===== config.mk =====
export PLATFORM = sky130hd
export DESIGN_NAME = uart_tx_framer
export DESIGN_NICKNAME = d
export VERILOG_FILES = /design/src/rtl/uart_tx_framer.sv
export SDC_FILE = /design/constraint.sdc
export NUM_CORES = 1
export LEC_CHECK = 0
export ABC_AREA = 1
export CAP_MARGIN = 20
export CORE_UTILIZATION = 30
export DETAILED_ROUTE_END_ITERATION = 16
export PLACE_DENSITY = 0.53
export SYNTH_ARGS = -nofsm -noshare
export SYNTH_HDL_FRONTEND = slang
export SYNTH_SLANG_ARGS = --single-unit
export TNS_END_PERCENT = 30

===== constraint.sdc =====
create_clock -name clk -period 2.03 [get_ports clk]
set_input_delay 0.3045 -clock clk [delete_from_list [all_inputs] [get_ports clk]]
set_output_delay 0.3045 -clock clk [all_outputs]
set_load 0.03 [all_outputs]

===== src/rtl/uart_tx_framer.sv =====
// -----------------------------------------------------------------------------
// uart_tx_framer
//
// Purpose:
//    UART transmit framer. Accepts one DATA_W-bit word on a valid/ready
//    handshake and serialises it on tx as:
//       start(0), data LSB first, optional parity bit, one or two stop bits(1).
//    Parity is generated internally (odd, even, mark, space or none).
//    Sits between a TX buffer and the tx pad.
//
// Parameters:
//    DATA_W        data bits per frame, 5..9
//    CLKS_PER_BIT  clk cycles per serial bit, >= 2
//
// Ports:
//    clk          in   system clock, all logic on rising edge
//    rst          in   asynchronous, active-low reset
//    in_data      in   word to send, sampled on accept
//    in_valid     in   in_data valid
//    in_ready     out  framer can accept (high only in IDLE)
//    parity_type  in   000 none, 001 odd, 010 even, 100 mark, 101 space,
//                      others none; sampled on accept
//    stop_bits    in   0: one stop bit, 1: two stop bits; sampled on accept
//    tx           out  serial line, idle high, registered
//    busy         out  high while a frame is in progress
//    frame_done   out  one-cycle pulse when the last stop bit completes
// -----------------------------------------------------------------------------
module uart_tx_framer #(
   parameter int DATA_W       = 8,
   parameter int CLKS_PER_BIT = 16
) (
   input  logic              clk,
   input  logic              rst,
   input  logic [DATA_W-1:0] in_data,
   input  logic              in_valid,
   output logic              in_ready,
   input  logic [2:0]        parity_type,
   input  logic              stop_bits,
   output logic              tx,
   output logic              busy,
   output logic              frame_done
);

   localparam int CNT_W = (CLKS_PER_BIT > 2) ? $clog2(CLKS_PER_BIT) : 1;
   localparam int IDX_W = $clog2(DATA_W) + 1;

   localparam logic [CNT_W-1:0] CNT_LAST = CNT_W'(CLKS_PER_BIT - 1);
   localparam logic [IDX_W-1:0] IDX_LAST = IDX_W'(DATA_W - 1);

   typedef enum logic [2:0] {
      S_IDLE   = 3'd0,
      S_START  = 3'd1,
      S_DATA   = 3'd2,
      S_PARITY = 3'd3,
      S_STOP   = 3'd4
   } state_t;

   // ---------------------------------------------------------------------------
   // State and datapath registers
   // ---------------------------------------------------------------------------
   state_t              state_reg,    state_next;
   logic [CNT_W-1:0]    cnt_reg,      cnt_next;
   logic [IDX_W-1:0]    idx_reg,      idx_next;
   logic [DATA_W-1:0]   shift_reg,    shift_next;
   logic                par_en_reg,   par_en_next;
   logic                par_bit_reg,  par_bit_next;
   logic                two_stop_reg, two_stop_next;
   logic                tx_reg,       tx_next;
   logic                done_reg,     done_next;

   // Parity for the word currently offered on in_data; only used on accept,
   // so the frame never depends on inputs after the accept edge.
   logic                acc_par_en;
   logic                acc_par_bit;

   logic                accept;
   logic                bit_end;
   logic                last_stop;

   assign accept    = in_valid && (state_reg == S_IDLE);
   assign bit_end   = (cnt_reg == CNT_LAST);
   // idx_reg counts stop bits while in STOP: the first stop bit is the last
   // one unless two were requested.
   assign last_stop = ~two_stop_reg | idx_reg[0];

   always_comb begin
      acc_par_en  = 1'b0;
      acc_par_bit = 1'b0;
      case (parity_type)
         3'b001: begin
            acc_par_en  = 1'b1;
            acc_par_bit = ~^in_data;
         end
         3'b010: begin
            acc_par_en  = 1'b1;
            acc_par_bit = ^in_data;
         end
         3'b100: begin
            acc_par_en  = 1'b1;
            acc_par_bit = 1'b1;
         end
         3'b101: begin
            acc_par_en  = 1'b1;
            acc_par_bit = 1'b0;
         end
         default: begin
            acc_par_en  = 1'b0;
            acc_par_bit = 1'b0;
         end
      endcase
   end

   // ---------------------------------------------------------------------------
   // Next-state logic
   // ---------------------------------------------------------------------------
   always_comb begin
      state_next    = state_reg;
      cnt_next      = cnt_reg;
      idx_next      = idx_reg;
      shift_next    = shift_reg;
      par_en_next   = par_en_reg;
      par_bit_next  = par_bit_reg;
      two_stop_next = two_stop_reg;
      done_next     = 1'b0;

      case (state_reg)
         S_IDLE: begin
            if (accept) begin
               state_next    = S_START;
               cnt_next      = '0;
               idx_next      = '0;
               shift_next    = in_data;
               par_en_next   = acc_par_en;
               par_bit_next  = acc_par_bit;
               two_stop_next = stop_bits;
            end
         end

         S_START: begin
            if (bit_end) begin
               state_next = S_DATA;
               cnt_next   = '0;
               idx_next   = '0;
            end else begin
               cnt_next = cnt_reg + 1'b1;
            end
         end

         S_DATA: begin
            if (bit_end) begin
               cnt_next = '0;
               // The LSB of the shift register is always the bit on the line.
               shift_next = {1'b0, shift_reg[DATA_W-1:1]};
               if (idx_reg == IDX_LAST) begin
                  state_next = par_en_reg ? S_PARITY : S_STOP;
                  idx_next   = '0;
               end else begin
                  idx_next = idx_reg + 1'b1;
               end
            end else begin
               cnt_next = cnt_reg + 1'b1;
            end
         end

         S_PARITY: begin
            if (bit_end) begin
               state_next = S_STOP;
               cnt_next   = '0;
               idx_next   = '0;
            end else begin
               cnt_next = cnt_reg + 1'b1;
            end
         end

         S_STOP: begin
            if (bit_end) begin
               cnt_next = '0;
               if (last_stop) begin
                  state_next = S_IDLE;
                  idx_next   = '0;
                  done_next  = 1'b1;
               end else begin
                  idx_next = idx_reg + 1'b1;
               end
            end else begin
               cnt_next = cnt_reg + 1'b1;
            end
         end

         default: begin
            state_next = S_IDLE;
            cnt_next   = '0;
            idx_next   = '0;
         end
      endcase
   end

   // tx is registered from the next state so the line level changes on the
   // same edge as the state: low on the first cycle after accept, and already
   // high in the cycle frame_done is asserted.
   always_comb begin
      tx_next = 1'b1;
      case (state_next)
         S_START:  tx_next = 1'b0;
         S_DATA:   tx_next = shift_next[0];
         S_PARITY: tx_next = par_bit_reg;
         default:  tx_next = 1'b1;
      endcase
   end

   // ---------------------------------------------------------------------------
   // Registers
   // ---------------------------------------------------------------------------
   always_ff @(posedge clk or negedge rst) begin
      if (!rst) begin
         state_reg    <= S_IDLE;
         cnt_reg      <= '0;
         idx_reg      <= '0;
         shift_reg    <= '0;
         par_en_reg   <= 1'b0;
         par_bit_reg  <= 1'b0;
         two_stop_reg <= 1'b0;
         tx_reg       <= 1'b1;
         done_reg     <= 1'b0;
      end else begin
         state_reg    <= state_next;
         cnt_reg      <= cnt_next;
         idx_reg      <= idx_next;
         shift_reg    <= shift_next;
         par_en_reg   <= par_en_next;
         par_bit_reg  <= par_bit_next;
         two_stop_reg <= two_stop_next;
         tx_reg       <= tx_next;
         done_reg     <= done_next;
      end
   end

   // ---------------------------------------------------------------------------
   // Outputs
   // ---------------------------------------------------------------------------
   assign tx         = tx_reg;
   assign frame_done = done_reg;
   assign busy       = (state_reg != S_IDLE);
   assign in_ready   = (state_reg == S_IDLE);

endmodule


# == Word-level counts from Yosys, hierarchy flattened ==
# Index checks and enable logic that the tools add are counted.
# word_totals
output_inout_bits,4
elab_cells,70
register_bits,24
inputBits,15
# classes
reduce_logical,12
addsub,2
n_bitwise,2
n_eq_ne,17
mux,27
# ops
operator,n
2-to-1 mux 4 bit,7
2-to-1 mux 3 bit,8
2-to-1 mux 8 bit,2
one-hot mux 4 bit (4 select lines),1
one-hot mux 8 bit (2 select lines),1
equality test 3 x 2 -> 1 bit (second input constant),5
one-hot mux 3 bit (5 select lines),1
equality test 3 x 1 -> 1 bit (second input constant),3
equality test 3 bit (second input constant),3
adder 4 x 1 -> 4 bit (second input constant),2
one-hot mux 4 bit (2 select lines),1
OR reduction 4 bit,2
XNOR reduction 8 bit,1
XOR reduction 8 bit,1
one-hot mux 1 bit (3 select lines),2
equality test 4 x 3 -> 1 bit (second input constant),1
equality test 4 bit (second input constant),1
2-to-1 mux 1 bit,4
inequality test 2 x 1 -> 1 bit (second input constant),2
inequality test 2 bit (second input constant),2
AND reduction 4 bit,1
logical NOT 3 bit,1
AND reduction 3 bit,1
nonzero test 3 bit,1
6 further kinds,6

# == Logic depth before layout (Yosys ltp) ==
# logic_depth
depth_word,7
depth_mapped,10
mapped_depth_nobuf,10

# == Least setup slack after synthesis ==
# Ideal clock, no wire load.
# synth_path
path_kind,reg-to-reg
start,reg state_reg[2]
end,reg idx_reg[2]
t_required_ns,1.911
t_arrival_ns,1.265
setup_time_ns,0.119
stages_incl_launch_ff,8
synth_period_minus_slack_ns,1.384
n_path_buf,0
path_slack_ns,0.646
path_cell_list,dfrtp_1 -> nor2_4 -> nand2_4 -> inv_2 -> nand2_4 -> a21boi_4 -> a21oi_1 -> nor2_1
# synth_via
elab_chain_len,4
elab_cells_between_ends,13
cone_classes,eq/ne (8); mux (1); reduce/logical (4)
# synth_rtl
item,line,rtl
"start, declared",61,"state_t state_reg, state_next;"
"start signal, assigned",226,state_reg <= state_next;
logical NOT 3 bit (*),n/a,
named net in_ready,36,"output logic in_ready,"
logical AND 1 bit,80,assign accept = in_valid && (state_reg == S_IDLE);
inequality test 2 x 1 -> 1 bit (no line),n/a,
AND reduction 4 bit (no line),n/a,
"end signal, assigned",228,idx_reg <= idx_next;
"end, declared",63,"logic [IDX_W-1:0] idx_reg, idx_next;"
# Mark *: on every way through the listed nets, which the timed path passes. The rest lies on a longest branch.
# A chain may end at the register's enable or synchronous reset.

# == Worst setup path after layout ==
# layout_path
start,reg state_reg[1]
end,out busy
# layout_via
elab_chain_len,1
# layout_rtl
item,line,rtl
nonzero test 3 bit,243,assign busy = (state_reg != S_IDLE);
"end, declared",40,"output logic busy,"
# No other way between the ends.

==> metrics.cfg <==
[clock_network]
htree_num_levels = 1
cts_sinks = 24
cts_tree = done
numCtsBuffers = 3
cts.path.max_buffers = 2
path_clk_slew_ps = 90
clk_latency_ps = 270
cts_root_buffer = clkbuf_8
holdBufCountCts = 0

[job]
drv_cap = 0

[floorplanning]
initial_core_util_pct = 31.2
rows = 25
dieArea_mm2 = 0.00523
die_w_um = 72.3
coreArea_mm2 = 0.00475
die_h_um = 72.3
io_pins = 19

[logic_synthesis]
ys_top_cells_by_count = nand2_1, inv_1, dfrtp_1
synth_top_area_share_pct = 38.8
yosys.area.top_type = dfrtp_1
ys.flop_type = dfrtp_1
syn_avg_cell_area_um2 = 7.24
syn_inst = 205
ys_ff_latch = 24
synthTopCellsByArea = dfrtp_1, nand2_1, inv_1
syn_nets = 222
synth.most_common_cell = nand2_1
netlist_area_mm2 = 0.00148
synth_edf_count = 0
yosys_warnings = 0
async_flop_share_pct = 100
ys_types = 26
ys_seq_area_share_pct = 40.6

[final_layout]
layout.nets = 246
final_area_mm2 = 0.00183
regArea_um2 = 602
antenna_cells = 0
area_growth_pct = 23.0
drive_above_1_share_pct = 9.65
multi_input_area_um2 = 747
fillers = 534
largest_reg_flops = 8

[route]
vias = 1325
finalWirelength_um = 3090
ant_nets = 0
vias_per_cell = 4.49
drc = 0
firstDrtPassIters = 4
wire_per_inst_um = 10.5
drt_iter0_drc = 55

[worst_setup_path]
end_kind = primary output
required_ps = 1730
start_kind = flop
crit_fanout = 5
worstSetupPathType = flop to primary output
arrival_ps = 1600

[pwr]
powerDensity_mw_per_mm2 = 556
p_leak_nw = 0.958
irDropWorstVdd_v = 0.000274

[sta]
relSlewSlack_pct = 76.7
rsz0062_at_grt = no
finalMaxSlewViolations = 0
setup_tns_ps = 0
min_period_ps = 1910
fin_crit_sh_pct = 94.0
tightest_slew_ps = 348
final-hold-violation-count = 0
fmax_mhz = 524
finClkSkew_ps = 4.22
setup_viol = 0
worst_slack_ps = 123

[status]
status = complete, no violations

[placed_design]
port_buffers = 18
post_dp_cell_area_mm2 = 0.00176
gp_congestion = 0.832
dp_hpwl_um = 2370
place_ws_ps = 290

[grt]
grt_max_degree = 25
grt_pass1_wl_um = 5380
overflow = 0
antenna_found_initial = 0
grt_pass1_vias = 1264
grt_util_all_layers_pct = 13.1

[worst_hold_path]
worst_hold_path_type = input pin to async pin

## path summary, 6_finish.rpt
check	startpoint	end	slack (ps)	cells past startpoint
worst max register to register	cnt_reg[0]	tx	530	10
worst min-delay path	rst	state_reg[0]	390	2
worst min register to register	shift_reg[0]	shift_reg[0]	490	2
max in group asynchronous	rst	tx	1360	2
min in group clk	shift_reg[0]	shift_reg[0]	490	2
worst max-delay path	state_reg[1]	busy	120	3
## routing by layer
metal  GRT usage (%)  part of all wire [%]
met5               0                     0
met4            3.92                  0.78
met3            2.50                   2.5
met2            23.7                    47
met1            15.6                    49
## stage by stage
step / hold slack (ps) / power, mW / utilization (%) / instances
final: 391 / 1.02 / 38.4 / 295
after global routing: 417 / 1.06 / 38.4 / 295
after CTS: 403 / 1.03 / 38.4 / 295
after detailed placement: 468 / 0.598 / 36.9 / 291
after global placement: 469 / 0.597 / 36.9 / 291
after floorplan: 8.91 / 0.542 / - / 205
## layout by cell type (no fill, tap or decap), types with 2 or more instances in the layout
cell type / count
nand3_1: 11
nand2_4: 3
o221ai_1: 5
clkbuf_8: 3
nor2_4: 4
inv_2: 2
inv_1: 34
nand2_1: 71
o21ai_0: 8
nand3_2: 2
nor2_1: 16
clkdlybuf4s50_1: 17
dfrtp_1: 23
nor3_1: 3
ha_1: 2
a21oi_1: 5
nand2_2: 3
o22ai_1: 3
## critical path: stages (launching register included)
cell	delay (ps)
dfrtp_1	440
inv_2	90
nand2_4	100
clkdlybuf4s50_1	700
## cell families after synthesis
family                     after synthesis  share of synthesized area (%)
AOI/OAI and AO/OA                       27                           12.4
xor gates and xnor gates                 2                           1.18
adders and majority gates                2                           1.69
buffers and inverters                   36                           9.11
DFF                                     24                           40.6
and+or+nand+nor                        114                           35.1
## timing repair
action	CTS	global route
buffers inserted	0	0
resized for setup	1	0
endpoints found under the setup margin	1	0
## area by class of cell
class / instances / share of cell area (%)
clock buffers: 3 / 2.26
clock inverters: 1 / 1.64
inverters: 36 / 7.40
multi-input cells: 145 / 40.9
flip-flops and latches: 24 / 33.0
well taps: 67 / 4.59
repair buffers: 19 / 10.2
## report_power, final
| group | switching, mW | total [mW] | internal (mW) |
|---|---|---|---|
| clock | 0.165 | 0.429 | 0.264 |
| sequential | 0.00185 | 0.485 | 0.483 |
| combinational | 0.0559 | 0.101 | 0.0455 |
| total | 0.223 | 1.02 | 0.792 |
Note: power is estimated with default switching activity, not from simulation.
